**config.mk**
```make
export PLATFORM = sky130hd
export DESIGN_NAME = p21_frame_sched
export DESIGN_NICKNAME = d
export VERILOG_FILES = /design/src/rtl/p21_pkg.sv /design/src/rtl/p21_task_pick.sv /design/src/rtl/p21_frame_sched.sv
export SDC_FILE = /design/constraint.sdc
export NUM_CORES = 1
export LEC_CHECK = 0
export CORE_MARGIN = 10
export CORE_UTILIZATION = 42
export CTS_BUF_LIST = sky130_fd_sc_hd__clkbuf_8 sky130_fd_sc_hd__clkbuf_16
export CTS_CLUSTER_SIZE = 12
export DETAILED_ROUTE_END_ITERATION = 12
export GPL_ROUTABILITY_DRIVEN = 0
export PLACE_DENSITY = 0.87
export SYNTH_ARGS = -nofsm -noshare
export SYNTH_HDL_FRONTEND = slang
export SYNTH_SLANG_ARGS = --single-unit
```
**constraint.sdc**
```tcl
create_clock -name clk -period 1.9 [get_ports clk]
set_input_delay 0.475 -clock clk [delete_from_list [all_inputs] [get_ports clk]]
set_output_delay 0.475 -clock clk [all_outputs]
set_load 0.005 [all_outputs]
```
**src/rtl/p21_pkg.sv**
```systemverilog
// Shared constants and state type for the per-frame game-logic scheduler.
// Screen coordinates follow the 640x480 VGA timing generator.
package p21_pkg;
   localparam int V_ACTIVE = 480;
   localparam int V_TOTAL  = 525;
   localparam int H_TOTAL  = 800;

   localparam logic [9:0] FS_V = 10'(V_ACTIVE);
   localparam logic [9:0] FS_H = 10'd0;
   localparam logic [9:0] DL_V = 10'd0;
   localparam logic [9:0] DL_H = 10'd0;

   typedef enum logic [1:0] {IDLE, REQ, GAP} state_t;
endpackage

```
**src/rtl/p21_task_pick.sv**
```systemverilog
// Priority finder: lowest set mask bit at or above (incl) / above (!incl) start.
module p21_task_pick #(
   parameter int N  = 4,
   parameter int IW = (N > 1) ? $clog2(N) : 1
) (
   input  logic [N-1:0]  mask,
   input  logic [IW-1:0] start,
   input  logic          incl,
   output logic          found,
   output logic [IW-1:0] idx
);
   always_comb begin
      found = 1'b0;
      idx   = '0;
      // Scan downward so the lowest qualifying index is the last one written.
      for (int i = N - 1; i >= 0; i--) begin
         if (mask[i] && (incl ? (IW'(i) >= start) : (IW'(i) > start))) begin
            found = 1'b1;
            idx   = IW'(i);
         end
      end
   end
endmodule

```
**src/rtl/p21_frame_sched.sv**
```systemverilog
// Runs the game-logic engines one at a time during vblank and flags
// a deadline miss if the window closes before the masked set completes.
//
//   state | meaning
//   IDLE  | waiting for frame start; no request outstanding
//   REQ   | one-hot request held to engine cur until its done
//   GAP   | single all-low cycle between consecutive requests
module p21_frame_sched #(
   parameter int NUM_TASKS = 4,
   parameter int V_ACTIVE  = 480,
   parameter int FC_W      = 16,
   localparam int IW       = (NUM_TASKS > 1) ? $clog2(NUM_TASKS) : 1
) (
   input  logic                 clk,
   input  logic                 sys_rst,
   input  logic                 enable,
   input  logic [9:0]           vaddr,
   input  logic [9:0]           haddr,
   input  logic [NUM_TASKS-1:0] task_mask,
   output logic [NUM_TASKS-1:0] task_req,
   input  logic [NUM_TASKS-1:0] task_done,
   output logic                 busy,
   output logic                 frame_tick,
   output logic [FC_W-1:0]      frame_count,
   output logic                 overrun,
   output logic [IW-1:0]        overrun_task,
   input  logic                 overrun_clr
);
   import p21_pkg::*;

   localparam logic [NUM_TASKS-1:0] ONE = NUM_TASKS'(1);

   state_t               state;
   logic [NUM_TASKS-1:0] mask_q;
   logic [IW-1:0]        cur;
   logic                 fs, dl;
   logic                 fs_found, nxt_found;
   logic [IW-1:0]        fs_idx, nxt_idx;

   assign fs = (vaddr == 10'(V_ACTIVE)) && (haddr == FS_H);
   assign dl = (vaddr == DL_V) && (haddr == DL_H);

   p21_task_pick #(.N(NUM_TASKS)) u_pick_fs (
      .mask  (task_mask),
      .start ('0),
      .incl  (1'b1),
      .found (fs_found),
      .idx   (fs_idx)
   );

   p21_task_pick #(.N(NUM_TASKS)) u_pick_nxt (
      .mask  (mask_q),
      .start (cur),
      .incl  (1'b0),
      .found (nxt_found),
      .idx   (nxt_idx)
   );

   always_ff @(posedge clk or posedge sys_rst) begin
      if (sys_rst) begin
         state        <= IDLE;
         mask_q       <= '0;
         cur          <= '0;
         task_req     <= '0;
         busy         <= 1'b0;
         frame_tick   <= 1'b0;
         frame_count  <= '0;
         overrun      <= 1'b0;
         overrun_task <= '0;
      end else begin
         frame_tick <= fs;
         if (fs)
            frame_count <= frame_count + 1'b1;
         // Any overrun set further down overrides this clear.
         if (overrun_clr)
            overrun <= 1'b0;

         unique case (state)
            IDLE: begin
               if (fs && enable) begin
                  mask_q <= task_mask;
                  if (fs_found) begin
                     state    <= REQ;
                     cur      <= fs_idx;
                     task_req <= ONE << fs_idx;
                     busy     <= 1'b1;
                  end
               end
            end
            REQ: begin
               if (dl) begin
                  state    <= IDLE;
                  task_req <= '0;
                  busy     <= 1'b0;
                  // A done on the deadline cycle still completes the task.
                  if (!task_done[cur] || nxt_found) begin
                     overrun      <= 1'b1;
                     overrun_task <= task_done[cur] ? nxt_idx : cur;
                  end
               end else if (task_done[cur]) begin
                  state    <= GAP;
                  task_req <= '0;
               end
            end
            GAP: begin
               if (dl) begin
                  state <= IDLE;
                  busy  <= 1'b0;
                  if (nxt_found) begin
                     overrun      <= 1'b1;
                     overrun_task <= nxt_idx;
                  end
               end else if (nxt_found) begin
                  state    <= REQ;
                  cur      <= nxt_idx;
                  task_req <= ONE << nxt_idx;
               end else begin
                  state <= IDLE;
                  busy  <= 1'b0;
               end
            end
            default: begin
               state    <= IDLE;
               task_req <= '0;
               busy     <= 1'b0;
            end
         endcase
      end
   end
endmodule

```
==> metrics.cfg <==
[outcome]
status = complete, no violations

[clocking]
hold_buffers = 0
cts.path.max_buffers = 2
insertion_delay_ns = 0.29
htree_levels = 2
clk_pin_slew_worst_paths_ns = 0.07
cts-buffers-inserted = 5
cts_sinks = 32
cts_tree = built
cts-root-buf = clkbuf_8

[floorplanning]
io_pins = 57
core_area_um2 = 4060
die_y_um = 85.3
die_area_um2 = 7270
rows = 23
start_util = 0.441
die_width_um = 85.3

[synth]
synth_mux_area_frac = 0.0818
synth_top_family_by_area = simple AND/OR/NAND/NOR gates
syn_avg_cell_area_um2 = 10.8
seq_area_frac_synth = 0.447
ys_seq_elements = 32
synthSimpleGateAreaFrac = 0.199
synthXorXnorAreaFrac = 0.0734
synth_compound_area_frac = 0.133
synth_cells = 166
synthAdderAreaFrac = 0.0349
synth.distinct_cells = 48
syn_nets = 203
ys.flop_type = dfrtp_1
synth-async-reset-ratio = 1.00
syn_area_um2 = 1790
yosysWarnings = 0
synth-edff-count = 0

[finish]
drive_gt1_frac = 0.292
postLayoutCoreUtil = 0.677
final.fill_count = 313
stdcell_area_um2 = 2750
multi_input_area_um2 = 1030
layout_common_cells = dfrtp_1, clkdlybuf4s50_1, buf_4, xnor2_1, inv_1
synthToLayoutAreaGrowth_pct = 53.5
layout_commonest_cell = dfrtp_1
n_antenna_cell = 0
final_cell_count_no_fill = 303
final_net_count = 289
seqCellArea_um2 = 801

[route]
drtAntennaViolNets = 0
post_drt_wl_per_cell_um = 16.9
routed_wirelength_mm = 5.13
dr.pass1.iters = 4
vias = 1592
avgViaCountPerCell = 5.25
first_iter_violations = 74
drc_errors = 0

[run]
maxCapViolations = 0

[timing]
setup_viol_count_final = 0
fin_skew_ns = 0.00348
maxSlewViolCount = 0
fin_crit_sh = 0.984
rsz0062_at_grt = true
hold_viol_final = 0
min_period_ns = 1.87
slew_headroom = 0.725
fmax_mhz = 535
worst_slew_pin_slew_ns = 0.412
worst_slack_ns = 0.0308

[critical_path]
path_class = primary input to flop
cp_max_fo = 4
cpPeakStageDelay_ns = 0.50
cp-start-kind = primary input
critPathCaptureType = flop
crit_buf_inv = 1
startpoint = vaddr[6]
critPathRequiredTime_ns = 2.08
r2r-start = cur[0]
cp_slowest_cell = or4_4
cpLargestDelayFamily = simple AND/OR/NAND/NOR gates
critPathArrivalTime_ns = 2.05
path_cells = clkdlybuf4s15_1 -> or4_4 -> nor3_4 -> o21ai_4 -> nor2b_4 -> mux2_4

[placement]
hpwl_mm = 3.80
placed_cell_area_um2 = 2610
port_buffers = 56
placed_cells = 293
pre_cts_ws_ns = -0.629

[global_route]
grt.total_usage = 0.142
grt_overflow = 0
grt_max_degree = 33
antenna_found_initial = 0
grt_pass1_vias = 1762
grt_pass1_wl_mm = 8.42

[hold_path]
hp-class = flop to flop
worstHoldStart = frame_count[15]

[power_and_ir_drop]
p_per_area_nw_per_um2 = 902
leakage_nw = 1.30
finalPower_mw = 2.48
vdd_drop_max_mv = 0.432

==> where the power goes <==
part           internal (mW)  switching [mW]
Clock                  0.384           0.269
Combinational          0.550           0.473
Sequential             0.745          0.0575
Total                   1.68           0.800
==> per-layer routing <==
layer  wire, um  GRT usage  vias to the layer above
met5          0          0                        -
met4         96     0.0509                        0
met3        336     0.0641                        9
met2       2700      0.248                       36
met1       2000      0.147                      771
li1           -          -                      776
==> cells by family after synthesis <==
logic type,count (synthesis)
adders and majority gates,5
muxes,12
DFF,32
AOI/OAI and AO/OA,31
xor gates and xnor gates,15
buffers and inverters,13
and+or+nand+nor,58
==> area by class of cell <==
class | count | share of cell area
Multi-Input combinational cell | 121 | 0.376
Sequential cell | 32 | 0.291
Timing Repair Buffer | 82 | 0.257
Clock buffer | 5 | 0.0250
Tap cell | 50 | 0.0228
Clock inverter | 3 | 0.0141
Inverter | 10 | 0.0137
==> flip-flops by register name, summed over array words and instances (netlist names) <==
name	flops
overrun_task	2
task_req	4
frame_count	16
cur	2
overrun	1
frame_tick	1
state	2
mask_q	3
busy	1
==> worst reg2reg max path, cell delays in order (launching register included) <==
cell	delay, ns
dfrtp_1	0.38
buf_4	0.17
inv_1	0.05
a221oi_1	0.27
a21oi_1	0.09
a22o_1	0.30
nor3b_1	0.17
mux2_4	0.26
==> final timing paths <==
kind / end / slack, ns / cells past startpoint
min in group asynchronous: frame_count[11] / 0.57 / 3
worst max register to register: task_req[1] / 0.10 / 7
worst min register to register: frame_count[15] / 0.47 / 1
worst min-delay path: frame_count[15] / 0.47 / 1
max in group asynchronous: frame_count[1] / 1.04 / 3
worst max-delay path: task_req[1] / 0.03 / 6
==> through the flow <==
stage,setup TNS (ns),hold slack (ns)
global placement,-13.68,0.463
floorplan,-0.481,0.468
detailed placement,-14.82,0.466
global route,-0.0500,0.508
finish,0,0.468
CTS,0,0.484
==> timing repair <==
item                                    in CTS  in global routing
gates resized for setup                     53                 26
endpoints found under the setup margin      28                 23
pin swaps                                   10                  7
setup buffers                                2                  0
==> Yosys cell counts, drive strengths merged, types with 2 or more instances <==
| cell | n | area, um2 |
|---|---|---|
| ha | 5 | 62.6 |
| nor2 | 9 | 33.8 |
| xnor2 | 12 | 105 |
| and3 | 6 | 37.5 |
| mux2i | 3 | 30.0 |
| nor4 | 6 | 50.0 |
| nand2 | 12 | 47.6 |
| nor3b | 2 | 15.0 |
| o21a | 2 | 15.0 |
| a21oi | 5 | 25.0 |
| nand2b | 2 | 12.5 |
| mux2 | 9 | 116 |
| nand4 | 6 | 37.5 |
| inv | 10 | 37.5 |
| nor2b | 2 | 20.0 |
| buf | 2 | 12.5 |
| o21ai | 8 | 47.6 |
| xor2 | 3 | 26.3 |
| o41ai | 2 | 36.3 |
| nand3 | 3 | 15.0 |
| a21o | 3 | 22.5 |
| a211oi | 2 | 15.0 |
| nor3 | 4 | 36.3 |
| dfrtp | 32 | 801 |
| a22o | 2 | 17.5 |
Note: power is estimated with default switching activity, not from simulation.
